`src/rtl/hermes_switch_control.sv`:
```
// hermes_switch_control: round-robin XY switch allocator; ack 2 cycles after request sampling, tables 1 cycle later.
// Blocked requests stay held by the input and retry; HERMES_SC_CONFLICT_CNT_EN adds a saturating reject counter.
module hermes_switch_control #(
   parameter logic [15:0] ADDRESS   = 16'h0000,
   parameter int          FLIT_SIZE = 32,
   parameter int          NPORT     = 5
) (
   input  logic                       clk_i,
   input  logic                       rst_i,
   input  logic [NPORT-1:0]           req_i,
   input  logic [NPORT*FLIT_SIZE-1:0] header_i,
   input  logic [NPORT-1:0]           eop_i,
   output logic [NPORT-1:0]           ack_o,
   output logic [NPORT-1:0]           in_valid_o,
   output logic [NPORT*3-1:0]         in_sel_o,
   output logic [NPORT-1:0]           out_valid_o,
   output logic [NPORT*3-1:0]         out_sel_o,
   output logic [15:0]                conflict_cnt_o
);

   localparam logic [2:0] EAST      = 3'd0;
   localparam logic [2:0] WEST      = 3'd1;
   localparam logic [2:0] NORTH     = 3'd2;
   localparam logic [2:0] SOUTH     = 3'd3;
   localparam logic [2:0] LOCAL     = 3'd4;
   localparam logic [2:0] LAST_PORT = 3'(NPORT - 1);
   localparam logic [7:0] MY_X      = ADDRESS[15:8];
   localparam logic [7:0] MY_Y      = ADDRESS[7:0];

   typedef enum logic [1:0] {
      IDLE  = 2'd0,
      ROUTE = 2'd1,
      GRANT = 2'd2
   } state_t;

   state_t           state_q, state_d;
   logic [2:0]       sel_q, sel_d;
   logic [2:0]       ptr_q, ptr_d;
   logic [2:0]       dst_q, dst_d;
   logic [NPORT-1:0] in_valid_q, in_valid_d;
   logic [NPORT-1:0] out_valid_q, out_valid_d;
   logic [2:0]       in_sel_q  [NPORT];
   logic [2:0]       in_sel_d  [NPORT];
   logic [2:0]       out_sel_q [NPORT];
   logic [2:0]       out_sel_d [NPORT];

   logic [NPORT-1:0] eligible;
   logic             found;
   logic [2:0]       pick;
   logic [15:0]      hdr_tgt [NPORT];
   logic [15:0]      target;
   logic [2:0]       route_dst;
   logic             reject;
   logic             unused_hdr;

   function automatic logic [2:0] wrap_inc(input logic [2:0] v);
      return (v == LAST_PORT) ? 3'd0 : v + 3'd1;
   endfunction

   assign eligible   = req_i & ~in_valid_q;
   assign unused_hdr = ^header_i;

   // Round-robin search starting at ptr_q, wrapping modulo NPORT.
   always_comb begin : pick_blk
      logic [3:0] idx;
      found = 1'b0;
      pick  = '0;
      idx   = '0;
      for (int i = 0; i < NPORT; i++) begin
         idx = {1'b0, ptr_q} + 4'(i);
         if (idx >= 4'(NPORT)) begin
            idx = idx - 4'(NPORT);
         end
         if (!found && eligible[idx[2:0]]) begin
            found = 1'b1;
            pick  = idx[2:0];
         end
      end
   end

   always_comb begin
      for (int p = 0; p < NPORT; p++) begin
         hdr_tgt[p] = header_i[p*FLIT_SIZE +: 16];
      end
   end

   assign target = hdr_tgt[sel_q];

   // XY order: resolve the X offset completely before moving in Y.
   always_comb begin
      if (target[15:8] > MY_X) begin
         route_dst = EAST;
      end else if (target[15:8] < MY_X) begin
         route_dst = WEST;
      end else if (target[7:0] > MY_Y) begin
         route_dst = NORTH;
      end else if (target[7:0] < MY_Y) begin
         route_dst = SOUTH;
      end else begin
         route_dst = LOCAL;
      end
   end

   always_comb begin
      state_d     = state_q;
      sel_d       = sel_q;
      ptr_d       = ptr_q;
      dst_d       = dst_q;
      in_valid_d  = in_valid_q;
      out_valid_d = out_valid_q;
      in_sel_d    = in_sel_q;
      out_sel_d   = out_sel_q;
      ack_o       = '0;
      reject      = 1'b0;

      for (int p = 0; p < NPORT; p++) begin
         if (eop_i[p] && in_valid_q[p]) begin
            in_valid_d[p]               = 1'b0;
            out_valid_d[in_sel_q[p]]    = 1'b0;
         end
      end

      case (state_q)
         IDLE: begin
            if (found) begin
               sel_d   = pick;
               state_d = ROUTE;
            end
         end
         ROUTE: begin
            dst_d = route_dst;
            // Busy check uses the pre-release table; a same-cycle release is seen next round.
            if (!out_valid_q[route_dst]) begin
               state_d = GRANT;
            end else begin
               reject  = 1'b1;
               ptr_d   = wrap_inc(sel_q);
               state_d = IDLE;
            end
         end
         GRANT: begin
            ack_o[sel_q]       = 1'b1;
            out_valid_d[dst_q] = 1'b1;
            out_sel_d[dst_q]   = sel_q;
            in_valid_d[sel_q]  = 1'b1;
            in_sel_d[sel_q]    = dst_q;
            ptr_d              = wrap_inc(sel_q);
            state_d            = IDLE;
         end
         default: begin
            state_d = IDLE;
         end
      endcase
   end

   always_ff @(posedge clk_i) begin
      if (rst_i) begin
         state_q     <= IDLE;
         sel_q       <= '0;
         ptr_q       <= '0;
         dst_q       <= '0;
         in_valid_q  <= '0;
         out_valid_q <= '0;
         in_sel_q    <= '{default: '0};
         out_sel_q   <= '{default: '0};
      end else begin
         state_q     <= state_d;
         sel_q       <= sel_d;
         ptr_q       <= ptr_d;
         dst_q       <= dst_d;
         in_valid_q  <= in_valid_d;
         out_valid_q <= out_valid_d;
         in_sel_q    <= in_sel_d;
         out_sel_q   <= out_sel_d;
      end
   end

   always_comb begin
      in_sel_o  = '0;
      out_sel_o = '0;
      for (int p = 0; p < NPORT; p++) begin
         in_sel_o[p*3 +: 3]  = in_sel_q[p];
         out_sel_o[p*3 +: 3] = out_sel_q[p];
      end
   end

   assign in_valid_o  = in_valid_q;
   assign out_valid_o = out_valid_q;

`ifdef HERMES_SC_CONFLICT_CNT_EN
   logic [15:0] conflict_cnt_q, conflict_cnt_d;

   always_comb begin
      conflict_cnt_d = conflict_cnt_q;
      if (reject && (conflict_cnt_q != 16'hFFFF)) begin
         conflict_cnt_d = conflict_cnt_q + 16'd1;
      end
   end

   always_ff @(posedge clk_i) begin
      if (rst_i) begin
         conflict_cnt_q <= '0;
      end else begin
         conflict_cnt_q <= conflict_cnt_d;
      end
   end

   assign conflict_cnt_o = conflict_cnt_q;
`else
   logic unused_reject;
   assign unused_reject  = reject;
   assign conflict_cnt_o = 16'h0000;
`endif

endmodule
```
`config.mk`:
```
export PLATFORM = sky130hd
export DESIGN_NAME = hermes_switch_control
export DESIGN_NICKNAME = d
export VERILOG_FILES = /design/src/rtl/hermes_switch_control.sv
export SDC_FILE = /design/constraint.sdc
export NUM_CORES = 1
export LEC_CHECK = 0
export CORE_UTILIZATION = 36
export DETAILED_ROUTE_END_ITERATION = 12
export PLACE_DENSITY = 0.88
export SYNTH_ARGS = -nofsm -noshare
export SYNTH_HDL_FRONTEND = slang
export SYNTH_SLANG_ARGS = --single-unit
```
`constraint.sdc`:
```
create_clock -name clk_i -period 4.4 [get_ports clk_i]
set_input_delay 0.66 -clock clk_i [delete_from_list [all_inputs] [get_ports clk_i]]
set_output_delay 0.66 -clock clk_i [all_outputs]
set_load 0.1 [all_outputs]
```
Word level (Yosys, flattened, before mapping). Index checks and enable logic that the tools add are counted.

Register bits: 51. Input bits: 172. Output and inout bits: 61. Word-level logic and storage cells: 179.

Add/sub/neg operators: 10. $lt $le $gt $ge: 33. Equality and inequality tests: 5. Muxes and demuxes: 73. Bitwise gates (word level): 16. Reductions and logical operators: 26.

Operators by type and width (number): $mux W3 (18); $lt A3 B4 Y1 const B (13); $bmux W16 S3 (1); $mux W5 (8); $mux W16 (2); $and A5 B5 Y5 (6); $bwmux W15 (2); $not A5 Y5 (6); $mux W1 (23); $demux W1 S3 (7); $ge A3 B1 Y1 const B (7); $bmux W1 S3 (6); $demux W3 S3 (2); $logic_and A1 B1 Y1 (18); $ge A4 B3 Y1 const B (4); $gt A8 B1 Y1 const B (2); $lt A8 B1 Y1 const B (2); $sub A3 B3 Y3 const B (5); $or A5 B5 Y5 (2); $add A3 B2 Y4 const B (2); $ge A4 B4 Y1 const B (2); $lt A4 B1 Y1 const B (2); $not A3 Y4 (2); $pmux W3 S2 (1); other kinds (14) (20).

Longest topological paths before layout. Gate-level depths: netlist (run 1).

Depth in word-level cells: 19. Gate-level depth with buffers: 13. Depth with buffers taken out: 12.

Worst setup path before layout (run 1). No wires, ideal clock.

Path kind: flip-flop to output port. Start: register sel_q[0]. End: output port ack_o[1]. Arrival time: 3.948 ns. Required time: 3.740 ns. Slack: -0.208 ns. Cell stages (with the launch flop): 4. Path buffers: 1. Path through: dfxtp_1 clkbuf_1 inv_1 nor4_1.

Word-level cells in the longest chain between the ends: 5.

RTL lines: start: declaration (RTL line 37) `logic [2:0] sel_q, sel_d;`; start signal: assignment (RTL line 168) `sel_q <= sel_d;`; $lt A3 B4 Y1 (implied by the code) or $ge A3 B1 Y1 (tied branches) (RTL line 142) `ack_o[sel_q] = 1'b1;`; $logic_and A1 B1 Y1 (implied by the code) (RTL line 142); $mux W1 (implied by the code) (RTL line 142); $demux W1 S3 * (RTL line 142); $mux W5 * (RTL line 123) `case (state_q)`; end: declaration (RTL line 13) `output logic [NPORT-1:0] ack_o,`.

Every way passes the cells marked *; elsewhere a longest branch is shown, timed or not.

Worst setup path in the final report (run 1).
Start: register ptr_q[1]. End: register sel_q[2].

Word-level cells in the longest chain between the ends: 18.

RTL lines: start: declaration (RTL line 38) `logic [2:0] ptr_q, ptr_d;`; start signal: assignment (RTL line 169) `ptr_q <= ptr_d;`; branches (longest 18 deep; another with $add A3 B1 Y4).

Several ways; the timed one is not identified. The select of a mux whose other input is x is not followed. A chain may end at the register's enable or synchronous reset.

==> impl_metrics.csv, run 1 <==
group,metric,value,unit
critical_path,start_kind,"flip-flop",
die,core,8850,um2
routing,drc,5,
run_status,violations,"design-rule violations",
clock_network,post_cts_resize_count,0,
flow_run,drv_cap,0,
placed_design,place.port_buffers,123,
min_path,hold_path.class,"reg -> reg",
sta,finClkSkew,0.0150,ns
sta,rsz0062_at_grt,"false",
critical_path,worst-setup-path-type,"reg -> reg",
sta,setup_ws,0.867,ns
routing,drtPass1Iterations,12,
finish,nNetsFinal,726,
routing,ant_nets,0,
clock_network,cts_setup_buffers,0,
pwr,ir_worst_vdd,0.247,mV
die,chipWidth,98.5,um
synth,ys_types,79,
clock_network,cts.sinks,37,
sta,finalCriticalPeriod,3.53,ns
synth,synthCells,427,
sta,finalSetupViolCount,0,
clock_network,clkTransAtPathRegs,0.09,ns
clock_network,ctsHoldBuffers,0,
critical_path,cp-end-kind,"flip-flop",
pwr,total_power,2.07,mW
finish,drive_above_1_share,0.0846,
sta,hold_viol,0,
placed_design,pre_cts_slack,0.963,ns
synth,synthesis.area,3350,um2
placed_design,dpl.hpwl,8340,um
sta,fmax,283,MHz
sta,maxSlewHeadroom,0.317,
pwr,powerDensity,441,nW/um2
synth,synth_seq_area_share,0.221,
grt,grt_pass1_wl,17100,um
critical_path,critical_path.max_fanout,14,
die,start_util,0.379,
run_status,status,"finished with violations",
synth,synth-warning-count,0,
synth,postSynthAreaPerCell,7.85,um2
finish,final_cell_area,4700,um2
grt,grt_max_degree,33,
finish,multi_input_area,2360,um2
clock_network,cts_tree,"built",
grt,grt_pass1_vias,3486,
routing,via_per_inst,5.60,
die,io_pins,233,
critical_path,cp.required,4.63,ns
placed_design,place_congestion,0.930,
sta,min_period_over_period,0.803,
die,die_y,98.5,um
clock_network,clk_latency,0.30,ns
grt,track_usage,0.216,
sta,tightest_slew,1.02,ns
synth,synth_edf_count,0,
placed_design,placed_area,4560,um2
critical_path,arrival,3.76,ns
sta,drv_slew,0,
sta,finalSetupTns,0,ns
routing,vias,3649,
routing,wirelength,10600,um
finish,fill_cells,849,
finish,area_growth,40.0,%
routing,post_drt_wl_per_cell,16.3,um
grt,overflow,0,
finish,antennaDiodeCount,0,
clock_network,h-tree-depth,2,
die,num_rows,34,
clock_network,cts_buffers,5,
synth,ys.flop_type,"dfxtp_1",
finish,seq_area,741,um2
clock_network,clockBufferDepth,2,
clock_network,ctsRootBufferMaster,"clkbuf_8",
grt,antenna_found_initial,0,
synth,async_flop_share,0,
routing,drt_iter0_drc,203,
pwr,leakagePower,1.79,nW
synth,ys_ff_latch,37,
die,die-area,9700,um2
worst max-delay path, cell delays in order (launching register included):
cell	delay (ns)
dfxtp_1	0.77
ha_1	0.27
inv_1	0.05
fa_1	0.43
a21oi_1	0.21
xnor2_1	0.25
nor3_1	0.08
o21ai_0	0.37
o31a_1	0.40
a21oi_1	0.14
o311a_1	0.35
a21oi_1	0.14
kinds of logic (layout without fill, tap and decap cells):
family	after synthesis	after routing	share of synthesized area
mux	22	22	0.0672
xor+xnor	4	4	0.0104
compound gates	102	102	0.244
buf+inv	62	151	0.110
fa+ha+maj	11	11	0.0433
simple gates	188	188	0.303
flops	37	37	0.221
other cells	1	29	0.00112
state kept, by name (all words and copies together) (netlist names):
name / count
in_valid_o: 5
in_sel_o: 10
out_valid_o: 3
out_sel_o: 9
state_q: 2
sel_q: 3
dst_q: 2
ptr_q: 3
stage by stage:
stage / hold WS, ns / cells / util
2_1_floorplan: 0.606 / 455 / -
3_3_place_gp: 0.481 / 644 / 0.515
3_5_place_dp: 0.482 / 644 / 0.515
4_1_cts: 0.506 / 652 / 0.531
5_1_grt: 0.541 / 652 / 0.531
6_report: 0.506 / 652 / 0.531
layout make-up:
type,instances,share of cell area
Multi-Input combinational cell,356,0.503
Clock buffer,5,0.0147
Timing Repair Buffer,129,0.270
Clock inverter,3,0.0147
Tap cell,108,0.0288
Sequential cell,37,0.158
Inverter,14,0.0112
Yosys cell counts, drive strengths merged (2+ instances only):
cell type	count	area (um2)
a311oi	2	35.0
nand4	5	31.3
ha	10	125
or3	3	18.8
nor2b	7	51.3
clkbuf	11	41.3
nand3b	3	22.5
a22o	2	17.5
and3b	2	17.5
o311ai	3	51.3
a211oi	8	82.6
o21a	5	37.5
a21o	4	31.3
nand2b	13	88.8
a22oi	2	15.0
a211o	3	26.3
a221oi	2	17.5
nand3	17	85.1
dfxtp	37	741
a2111oi	2	36.3
o221ai	2	17.5
nand2	29	114
or2	2	12.5
o32ai	2	17.5
o22ai	2	12.5
a31oi	3	18.8
o2111ai	2	23.8
o21ai	19	103
nor2	53	199
nor4b	2	47.6
nor4	18	113
o211ai	2	15.0
buf	37	275
inv	13	48.8
a21boi	3	22.5
and2	2	12.5
a21oi	24	135
nor3b	6	50.1
mux2i	21	210
xnor2	4	35.0
o311a	2	20.0
nor3	17	85.1
and3	4	26.3
or4	2	15.0
where the power goes:
part / internal [mW] / switching (mW) / total [mW]
clock network: 0.228 / 0.130 / 0.358
logic: 0.484 / 0.801 / 1.29
registers: 0.364 / 0.0655 / 0.429
path summary, 6_finish.rpt:
| check | startpoint | cells after the start | slack [ns] | end |
|---|---|---|---|---|
| max reg2reg | ptr_q[1] | 11 | 0.87 | sel_q[2] |
| min | in_sel_o[13] | 2 | 0.51 | in_sel_o[13] |
| min reg2reg | in_sel_o[13] | 2 | 0.51 | in_sel_o[13] |
| max | ptr_q[1] | 11 | 0.87 | sel_q[2] |
routing by layer:
metal / GRT usage / wire length (um) / vias up
met5: 0 / 0 / -
met1: 0.276 / 4570 / 1711
met3: 0.0411 / 896 / 19
li1: - / - / 1742
met4: 0.0540 / 153 / 0
met2: 0.373 / 4990 / 177
placed cells by master, fill, tap and decap left out, types with 9 or more instances in the layout:
cell | synthesis | layout
ha_1 | 10 | 10
nor4_1 | 18 | 16
o21ai_0 | 15 | 15
nand3_1 | 17 | 17
nand2b_1 | 12 | 12
clkdlybuf4s50_1 | 0 | 120
nor3_1 | 17 | 17
dfxtp_1 | 37 | 37
a21oi_1 | 22 | 22
buf_4 | 31 | 9
mux2i_1 | 21 | 21
nand2_1 | 27 | 27
conb_1 | 1 | 29
nor2_1 | 53 | 53
inv_1 | 13 | 13
(Power assumes the default switching activity.)
==> run 2, diff against run 1 <==
--- a/config.mk
+++ b/config.mk
@@ -5,9 +5,9 @@
 export SDC_FILE = /design/constraint.sdc
 export NUM_CORES = 1
 export LEC_CHECK = 0
-export CORE_UTILIZATION = 36
+export CORE_UTILIZATION = 33
 export DETAILED_ROUTE_END_ITERATION = 12
-export PLACE_DENSITY = 0.88
+export PLACE_DENSITY = 0.85
 export SYNTH_ARGS = -nofsm -noshare
 export SYNTH_HDL_FRONTEND = slang
 export SYNTH_SLANG_ARGS = --single-unit
==> constraint.sdc (replaced) <==
create_clock -name clk_i -period 3.2 [get_ports clk_i]
set_input_delay 0.48 -clock clk_i [delete_from_list [all_inputs] [get_ports clk_i]]
set_output_delay 0.48 -clock clk_i [all_outputs]
set_load 0.1 [all_outputs]
==> run 2 against run 1 <==
  * The flow now finishes without violations
  * Clock skew fell by 0.0072 ns
  * Sequential cell count did not move
  * Wire length up 0.91%
  * Global-route usage fell by 1.2 points
  * Largest cell class unchanged
==> impl_metrics.csv, run 2 (synthesis gave the netlist of run 1 again) <==
group,metric,value,unit
pwr,leakagePower,1.87,nW
critical_path,r2r_slack,0.23,ns
clock_network,clockBufferDepth,2,
routing,vias,3599,
clock_network,cts_tree,"built",
finish,mostFrequentLayoutCell,"clkdlybuf4s50_1",
clock_network,cts_buffers,5,
critical_path,timing.rr.start,"ptr_q[0]",
sta,finalCriticalPeriod,2.97,ns
routing,drt-met1-wl,4750,um
routing,drtPass1Iterations,4,
finish,drive_above_1_share,0.141,
routing,wirelength,10700,um
finish,stdcell_count,688,
routing,post_drt_wl_per_cell,15.6,um
grt,overflow,0,
die,die-area,10600,um2
grt,grt_pass1_wl,16900,um
clock_network,clkTransAtPathRegs,0.07,ns
finish,final_cell_mix,"clkdlybuf4s50_1 (100), nor2_1 (53), buf_4 (38)",
critical_path,cp-end-kind,"flip-flop",
sta,min_period_over_period,0.927,
critical_path,arrival,3.14,ns
die,num_rows,36,
die,start_util,0.341,
clock_network,ctsHoldBuffers,0,
clock_network,h-tree-depth,2,
placed_design,place.port_buffers,123,
sta,maxSlewHeadroom,0.347,
placed_design,dp_cells,680,
clock_network,cts_setup_buffers,0,
routing,ant_nets,0,
finish,fill_cells,974,
finish,area_growth,41.3,%
finish,nNetsFinal,737,
sta,rsz0062_at_grt,"false",
min_path,hold_path.class,"reg -> reg",
routing,via_per_inst,5.23,
clock_network,clk_latency,0.29,ns
finish,finalCoreUtilization,0.482,
routing,drc,0,
routing,dr_wl_met2,5050,um
die,core,9820,um2
sta,fmax,337,MHz
finish,antennaDiodeCount,0,
critical_path,r2r_end,"sel_q[1]",
pwr,powerDensity,582,nW/um2
min_path,min_to,"out_sel_o[6]",
die,die_y,103,um
min_path,whs_path_depth,2,
sta,hold_viol,0,
sta,finalSetupViolCount,0,
run_status,status,"completed",
die,io_pins,233,
grt,grt_pass1_vias,3475,
pwr,total_power,2.76,mW
routing,topRoutingLayerUsed,"met4",
critical_path,worst-setup-path-type,"reg -> reg",
pwr,ir_worst_vdd,0.370,mV
sta,holdWs,0.498,ns
flow_run,drv_cap,0,
placed_design,dpl.hpwl,8540,um
min_path,hold_start,"out_sel_o[6]",
clock_network,post_cts_resize_count,0,
clock_network,ctsRootBufferMaster,"clkbuf_8",
placed_design,place_congestion,0.881,
routing,wl_met3,756,um
critical_path,r2r_cells,10,
critical_path,critical_path.max_fanout,21,
critical_path,cp.required,3.37,ns
critical_path,start_kind,"flip-flop",
grt,track_usage,0.204,
die,chipWidth,103,um
sta,finClkSkew,0.00780,ns
sta,finalSetupTns,0,ns
clock_network,cts.sinks,37,
sta,tightest_slew,0.976,ns
grt,grt_max_degree,32,
finish,largest_reg_flops,10,
routing,drt_iter0_drc,91,
grt,antenna_found_initial,0,
sta,drv_slew,0,
## run 2: final cells by class
| type | instances | area (um2) | area share |
|---|---|---|---|
| multi-input combinational | 356 | 2370 | 0.500 |
| timing repair buffer | 140 | 1330 | 0.280 |
| sequential | 37 | 741 | 0.156 |
| tap | 133 | 166 | 0.0351 |
| clock buffer | 6 | 72.6 | 0.0153 |
| inverter | 14 | 52.6 | 0.0111 |
| clock inverter | 2 | 10.0 | 0.00211 |
## run 2: power breakdown
group	total [mW]	internal, mW	switching, mW
logic	1.86	0.724	1.13
registers	0.584	0.500	0.0835
clock network	0.313	0.151	0.163
total	2.76	1.38	1.38
## run 2: worst max-delay path by stage
stage,start,endpoint,cells past startpoint
3_5_place_dp,ptr_q[0],sel_q[1],10
2_1_floorplan,sel_q[0],in_sel_o[4],5
4_1_cts,ptr_q[0],sel_q[1],10
5_1_grt,ptr_q[0],sel_q[1],10
3_3_place_gp,header_i[32],ptr_q[2],9
6_report,ptr_q[0],sel_q[1],10
## run 2: metal layers
| layer | global-route usage | vias to the layer above |
|---|---|---|
| met5 | 0 | - |
| met4 | 0.0509 | 0 |
| met3 | 0.0407 | 16 |
| met2 | 0.358 | 152 |
| met1 | 0.254 | 1667 |
| li1 | - | 1764 |
## run 2: worst max-delay path, stage by stage, from the launching register on
cell,delay (ns)
dfxtp_1,0.33
buf_4,0.27
ha_1,0.41
nor2b_1,0.15
nor4b_4,0.37
nor3_1,0.09
o211ai_1,0.32
nor4b_4,0.40
a311oi_4,0.21
nand3_1,0.16
o311ai_2,0.10
## run 2: stage by stage
stage | cell area, um2 | worst slack [ns]
2_1_floorplan | 3470 | 0.0731
3_3_place_gp | 4650 | 0.333
3_5_place_dp | 4650 | 0.285
4_1_cts | 4730 | 0.256
5_1_grt | 4740 | 0.0128
6_report | 4740 | 0.233
==> run 3, diff against run 2 <==
--- a/config.mk
+++ b/config.mk
@@ -5,6 +5,7 @@
 export SDC_FILE = /design/constraint.sdc
 export NUM_CORES = 1
 export LEC_CHECK = 0
+export CAP_MARGIN = 20
 export CORE_UTILIZATION = 33
 export DETAILED_ROUTE_END_ITERATION = 12
 export PLACE_DENSITY = 0.85
==> results of run 3 <==
No change in the layout: final DEF, timing and power equal those of run 2.
